## src/rtl/pc_sequencer_if.sv

```systemverilog
// Fetch-side bundle of pc_sequencer: PC register feedback, fetch handshake, redirects, halt control.
// master = sequencer, slave = surrounding pipeline. Prediction signals exist only with PC_PREDICT_EN.
interface pc_sequencer_if #(
  parameter int ADDR_WIDTH = 32
);
  logic [ADDR_WIDTH-1:0] pc_in;
  logic [ADDR_WIDTH-1:0] next_pc;
  logic                  fetch_valid;
  logic [ADDR_WIDTH-1:0] fetch_pc;
  logic                  fetch_ready;
  logic                  exc_valid;
  logic [ADDR_WIDTH-1:0] exc_pc;
  logic                  flush_valid;
  logic [ADDR_WIDTH-1:0] flush_pc;
  logic                  halt_req;
  logic                  wake;
  logic                  halted;
`ifdef PC_PREDICT_EN
  logic                  pred_valid;
  logic [ADDR_WIDTH-1:0] pred_pc;
`endif

  modport master (
    input  pc_in, fetch_ready, exc_valid, exc_pc, flush_valid, flush_pc, halt_req, wake,
`ifdef PC_PREDICT_EN
    input  pred_valid, pred_pc,
`endif
    output next_pc, fetch_valid, fetch_pc, halted
  );

  modport slave (
    output pc_in, fetch_ready, exc_valid, exc_pc, flush_valid, flush_pc, halt_req, wake,
`ifdef PC_PREDICT_EN
    output pred_valid, pred_pc,
`endif
    input  next_pc, fetch_valid, fetch_pc, halted
  );
endinterface

```

## src/rtl/pc_sequencer.sv

```systemverilog
// Next-PC sequencer: boot, sequential advance, exception/flush redirects with bubbles, WAIT halt.
// Outputs are combinational from state/cnt/inputs. Optional PC_PREDICT_EN adds predictor override on fire.
module pc_sequencer #(
  parameter int                    ADDR_WIDTH      = 32,
  parameter logic [ADDR_WIDTH-1:0] INIT_PC         = 32'hbfc00000,
  parameter int                    BOOT_CYCLES     = 2,
  parameter int                    REDIRECT_BUBBLE = 1,
  parameter int                    CNT_WIDTH       = 4
) (
  input  logic           clk,
  input  logic           rst,
  pc_sequencer_if.master bus
);

  localparam logic [1:0] ST_BOOT  = 2'd0;
  localparam logic [1:0] ST_RUN   = 2'd1;
  localparam logic [1:0] ST_FLUSH = 2'd2;
  localparam logic [1:0] ST_HALT  = 2'd3;

  localparam logic [CNT_WIDTH-1:0] BOOT_CNT   = CNT_WIDTH'(BOOT_CYCLES);
  localparam logic [CNT_WIDTH-1:0] BUBBLE_CNT = CNT_WIDTH'(REDIRECT_BUBBLE);
  localparam logic [CNT_WIDTH-1:0] CNT_ONE    = CNT_WIDTH'(1);

  logic [1:0]            state, state_nxt;
  logic [CNT_WIDTH-1:0]  cnt, cnt_nxt;
  logic                  redirect;
  logic [ADDR_WIDTH-1:0] target;
  logic [ADDR_WIDTH-1:0] seq_pc;
  logic [ADDR_WIDTH-1:0] seq_target;

  assign redirect = bus.exc_valid | bus.flush_valid;
  assign target   = bus.exc_valid ? bus.exc_pc : bus.flush_pc;
  assign seq_pc   = bus.pc_in + ADDR_WIDTH'(4);

`ifdef PC_PREDICT_EN
  assign seq_target = bus.pred_valid ? bus.pred_pc : seq_pc;
`else
  assign seq_target = seq_pc;
`endif

  assign bus.fetch_pc = bus.pc_in;
  assign bus.halted   = (state == ST_HALT);

  always_comb begin
    state_nxt       = state;
    cnt_nxt         = cnt;
    bus.next_pc     = bus.pc_in;
    bus.fetch_valid = 1'b0;
    case (state)
      ST_BOOT: begin
        bus.next_pc = INIT_PC;
        cnt_nxt     = cnt - CNT_ONE;
        if (cnt <= CNT_ONE) state_nxt = ST_RUN;
      end
      ST_RUN: begin
        if (redirect) begin
          // Retracting fetch_valid is only legal on a redirect cycle.
          bus.next_pc = target;
          if (REDIRECT_BUBBLE != 0) begin
            state_nxt = ST_FLUSH;
            cnt_nxt   = BUBBLE_CNT;
          end
        end else begin
          bus.fetch_valid = 1'b1;
          if (bus.fetch_ready) begin
            bus.next_pc = seq_target;
            if (bus.halt_req) state_nxt = ST_HALT;
          end
        end
      end
      ST_FLUSH: begin
        if (redirect) begin
          bus.next_pc = target;
          cnt_nxt     = BUBBLE_CNT;
        end else begin
          cnt_nxt = cnt - CNT_ONE;
          if (cnt <= CNT_ONE) state_nxt = ST_RUN;
        end
      end
      ST_HALT: begin
        if (redirect) begin
          bus.next_pc = target;
          if (REDIRECT_BUBBLE != 0) begin
            state_nxt = ST_FLUSH;
            cnt_nxt   = BUBBLE_CNT;
          end else begin
            state_nxt = ST_RUN;
          end
        end else if (bus.wake) begin
          state_nxt = ST_RUN;
        end
      end
      default: state_nxt = ST_BOOT;
    endcase
  end

  always_ff @(posedge clk or posedge rst) begin
    if (rst) begin
      state <= ST_BOOT;
      cnt   <= BOOT_CNT;
    end else begin
      state <= state_nxt;
      cnt   <= cnt_nxt;
    end
  end

endmodule

```

## src/flat_wrapper.sv

```systemverilog
// flat-port wrapper written by rule: the top's interface ports become plain ports
module pc_sequencer_flat 
#(
  parameter int                    ADDR_WIDTH      = 32,
  parameter logic [ADDR_WIDTH-1:0] INIT_PC         = 32'hbfc00000,
  parameter int                    BOOT_CYCLES     = 2,
  parameter int                    REDIRECT_BUBBLE = 1,
  parameter int                    CNT_WIDTH       = 4
)
  (clk, rst, bus_pc_in, bus_fetch_ready, bus_exc_valid, bus_exc_pc, bus_flush_valid, bus_flush_pc, bus_halt_req, bus_wake, bus_next_pc, bus_fetch_valid, bus_fetch_pc, bus_halted);
  pc_sequencer_if #(.ADDR_WIDTH(ADDR_WIDTH)) bus_i ();
  input  logic clk;
  input  logic rst;
  input wire logic [$bits(bus_i.pc_in)-1:0] bus_pc_in;
  input wire logic [$bits(bus_i.fetch_ready)-1:0] bus_fetch_ready;
  input wire logic [$bits(bus_i.exc_valid)-1:0] bus_exc_valid;
  input wire logic [$bits(bus_i.exc_pc)-1:0] bus_exc_pc;
  input wire logic [$bits(bus_i.flush_valid)-1:0] bus_flush_valid;
  input wire logic [$bits(bus_i.flush_pc)-1:0] bus_flush_pc;
  input wire logic [$bits(bus_i.halt_req)-1:0] bus_halt_req;
  input wire logic [$bits(bus_i.wake)-1:0] bus_wake;
  output wire logic [$bits(bus_i.next_pc)-1:0] bus_next_pc;
  output wire logic [$bits(bus_i.fetch_valid)-1:0] bus_fetch_valid;
  output wire logic [$bits(bus_i.fetch_pc)-1:0] bus_fetch_pc;
  output wire logic [$bits(bus_i.halted)-1:0] bus_halted;
  assign bus_i.pc_in = bus_pc_in;
  assign bus_i.fetch_ready = bus_fetch_ready;
  assign bus_i.exc_valid = bus_exc_valid;
  assign bus_i.exc_pc = bus_exc_pc;
  assign bus_i.flush_valid = bus_flush_valid;
  assign bus_i.flush_pc = bus_flush_pc;
  assign bus_i.halt_req = bus_halt_req;
  assign bus_i.wake = bus_wake;
  assign bus_next_pc = bus_i.next_pc;
  assign bus_fetch_valid = bus_i.fetch_valid;
  assign bus_fetch_pc = bus_i.fetch_pc;
  assign bus_halted = bus_i.halted;
  pc_sequencer #(.ADDR_WIDTH(ADDR_WIDTH), .INIT_PC(INIT_PC), .BOOT_CYCLES(BOOT_CYCLES), .REDIRECT_BUBBLE(REDIRECT_BUBBLE), .CNT_WIDTH(CNT_WIDTH)) u_core (.clk(clk), .rst(rst), .bus(bus_i));
endmodule
```

## config.mk

```make
export PLATFORM = sky130hd
export DESIGN_NAME = pc_sequencer_flat
export DESIGN_NICKNAME = d
export VERILOG_FILES = /design/src/rtl/pc_sequencer_if.sv /design/src/rtl/pc_sequencer.sv /design/src/flat_wrapper.sv
export SDC_FILE = /design/constraint.sdc
export NUM_CORES = 1
export LEC_CHECK = 0
export CORE_MARGIN = 2
export CORE_UTILIZATION = 34
export DETAILED_ROUTE_END_ITERATION = 7
export PLACE_DENSITY = 0.81
export SLEW_MARGIN = 0
export SYNTH_ARGS = -nofsm -noshare
export SYNTH_HDL_FRONTEND = slang
export SYNTH_SLANG_ARGS = --single-unit
```

## constraint.sdc

```tcl
create_clock -name clk -period 2.65 [get_ports clk]
set_input_delay 0.53 -clock clk [delete_from_list [all_inputs] [get_ports clk]]
set_output_delay 0.53 -clock clk [all_outputs]
set_load 0.005 [all_outputs]
```

==> metrics.md <==
| Metric | Value |
|---|---|
| Outcome | `complete, but fails checks` |
| Failing checks | `setup timing` |
| Clock latency at the later pin of the worst-skew pair | `0.23 ns` |
| IO buf count | `168` |
| R2r endpoint | `u_core.state[1]$_DFFE_PP0P_` |
| Largest net degree at the start of global routing | `26` |
| Critical R2R Launch | `u_core.state[1]$_DFFE_PP0P_` |
| Final WL | `13,200 µm` |
| Sequential cell area fraction in the yosys report | `0.0725` |
| Final worst path period need | `2.79 ns` |
| Critical Path Sink Type | `primary output` |
| Most common cell after layout, fill and taps aside | `clkdlybuf4s50_1` |
| Logic gate share of total power | `0.822` |
| All-Layer GR Usage | `0.334` |
| CTS sink cnt | `6` |
| Top_reg_cell synth | `dfrtp_1` |
| RSZ-0062 raised after global routing | `yes` |
| Initial antenna violation count | `0` |
| Leakage power | `0.00204 µW` |
| CTS Hold Bufs | `0` |
| Hold crit path type | `primary input to asynchronous set/reset pin` |
| Worst R2R Setup Slack | `1.12 ns` |
| Gp weighted congestion | `0.915` |
| WS Path Type | `primary input to primary output` |
| Total grt overflow | `0` |
| Cell Area, Placed | `0.00421 mm²` |
| Fin area | `0.00475 mm²` |
| MaxCap Viol Count | `0` |
| P_sw | `876 µW` |
| Final Hold Fails | `0` |
| Actual slew at the worst max-slew pin | `0.393 ns` |
| CP arrival | `2.26 ns` |
| ANT cells | `0` |
| Antenna violation net count after detailed routing | `0` |
| # H-tree levels | `1` |
| DRT iter0 DRCs | `277` |
| Worst vdd ir | `0.436 mV` |
| Sw frac | `0.454` |
| Fmax | `0.358 GHz` |
| Clk pwr share | `0.077` |
| CTS root buf | `clkbuf_8` |
| Final worst slack | `-0.143 ns` |
| Die area | `0.00678 mm²` |
| First-pass GRT wire length | `17,600 µm` |
| CP Launch Point | `bus_pc_in[9]` |
| Post-synth EDFFs | `0` |
| CTS tree | `yes` |
| Cell Pwr Density | `406 mW/mm²` |
| Starting Density | `0.352` |
| CTS Buf Count | `3` |
| Clock-pin slew on the worst setup and hold paths | `0.04 ns` |
| Final setup viols | `6` |
| DR vias | `3,805` |
| Fin util | `0.802` |
| Cells after synthesis | `311` |
| Residual DRC | `0` |
| Startpoint class of the critical path | `primary input` |
| Syn avg cell area | `6.71 µm²` |
| Pint | `1050 µW` |
| Vias per cell | `6.12` |
| Number of synthesized register bits | `6` |
| Vias in the first global route | `3,767` |
| Largest fanout on the critical path | `4` |
| Clock skew | `0.00451 ns` |
| Final nets | `654` |
| Capture point of the critical path | `bus_next_pc[12]` |
| Post-synthesis net count | `417` |
| Layout cells sized above 1 | `0.400` |
| Clock Tree Buf Depth | `2` |
| DR pass1 iterations | `5` |
| WL/cell | `21.3 µm` |
| Period utilization | `1.05` |
| Vert. Die Dim | `82.3 µm` |
| Core area | `0.00592 mm²` |
| Most frequent cells in the layout | `clkdlybuf4s50_1, buf_4, nor2_1` |
| Worst Path Required | `2.12 ns` |
| Yosys Warn Count | `0` |
| Post-DP HPWL | `8500 µm` |
| IO Pins | `169` |
| Reg2reg path depth | `7` |
| Die width | `82.3 µm` |
| Sequential Power Share | `0.100` |
| Site Rows | `28` |
| Ys async rst share | `1.00` |
| Final Max Tran Viols | `0` |
| Layout area overhead | `128%` |
| Yosys cell types | `60` |
| Synthesized area | `0.00209 mm²` |
| Relative slew margins | `0.736` |
flip-flops by register name (all words and copies together), names as in the netlist:
name          cells
u_core.cnt        4
u_core.state      2
power by group through the flow:
stage | Clock [µW] | Combinational [µW] | Sequential, µW
global placement | 0 | 1450 | 178
floorplan | 0 | 658 | 169
finish | 149 | 1590 | 194
global route | 156 | 1690 | 193
CTS | 149 | 1460 | 184
detailed placement | 0 | 1490 | 183
synthesized netlist by cell type, types with 6 or more instances:
master | n | area [µm²]
a211oi_1 | 6 | 45.0
a21oi_1 | 17 | 85.1
a221oi_1 | 8 | 70.1
buf_4 | 32 | 240
clkbuf_1 | 10 | 37.5
inv_1 | 10 | 37.5
mux2i_1 | 7 | 70.1
nand2_1 | 27 | 101
nand3_1 | 16 | 80.1
nand4_1 | 7 | 43.8
nor2_1 | 31 | 116
nor3_1 | 14 | 70.1
nor4_1 | 9 | 56.3
o21ai_0 | 11 | 55.1
o22ai_1 | 7 | 43.8
o31ai_1 | 7 | 52.6
metal layers:
layer	vias up	global-route usage	part of all wire
met3	90	0.0587	0.086
met1	1795	0.340	0.34
li1	1638	-	-
met5	-	0	0
met4	0	0.217	0.076
met2	282	0.619	0.50
worst min path at each step:
stage                               from                   endpoint  slack [ns]  depth (start not counted)
6_report                             rst  u_core.cnt[0]$_DFFE_PP0P_        0.52                          2
5_1_grt                              rst  u_core.cnt[0]$_DFFE_PP0P_        0.56                          2
4_1_cts                              rst  u_core.cnt[0]$_DFFE_PP0P_        0.52                          2
3_5_place_dp   u_core.cnt[3]$_DFFE_PP0P_  u_core.cnt[3]$_DFFE_PP0P_        0.54                          2
3_3_place_gp   u_core.cnt[1]$_DFFE_PP1P_  u_core.cnt[1]$_DFFE_PP1P_        0.51                          2
2_1_floorplan                        rst  u_core.cnt[0]$_DFFE_PP0P_        0.32                          1
critical path: stages:
cell and delay, ns:
buf_6 0.08, buf_6 0.09, nand4_1 0.25, buf_4 0.26, nor4_4 0.16, buf_4 0.18, buf_6 0.10, nand2_1 0.06
a21oi_2 0.19, nor3_1 0.07, dlygate4sd2_1 0.29
through the flow:
| step | setup slack [ns] | total power [µW] | cells | hold slack (ns) | setup TNS, ns |
|---|---|---|---|---|---|
| floorplan | 0.228 | 827 | 311 | 0.320 | 0 |
| global placement | -0.814 | 1630 | 593 | 0.512 | -17.54 |
| detailed placement | -0.914 | 1670 | 593 | 0.541 | -18.69 |
| CTS | -0.00714 | 1790 | 610 | 0.525 | -0.00714 |
| global route | -0.239 | 2040 | 622 | 0.564 | -0.929 |
| finish | -0.143 | 1930 | 622 | 0.522 | -0.349 |
cells by family (layout without fill, tap and decap cells):
| group | after synthesis | after routing | share of synthesized area |
|---|---|---|---|
| compound gates | 92 | 92 | 0.314 |
| flops | 6 | 6 | 0.0725 |
| mux | 9 | 9 | 0.0444 |
| xor+xnor | 7 | 7 | 0.0294 |
| simple gates | 134 | 134 | 0.341 |
| buf+inv | 60 | 296 | 0.180 |
| fa+ha+maj | 3 | 3 | 0.0180 |
cell type report:
type,instances,area [µm²]
Clock buffer,4,45.0
Fill cell,367,1170
Inverter,11,45.0
Multi-Input combinational cell,245,1890
Sequential cell,6,151
Tap cell,75,93.8
Timing Repair Buffer,281,2520
repair_timing:
| action | CTS | global route |
|---|---|---|
| setup buffers | 13 | 14 |
| gates resized for setup | 215 | 54 |
| setup endpoints to repair | 33 | 23 |
| pin swaps | 29 | 24 |
(Power assumes the default switching activity.)
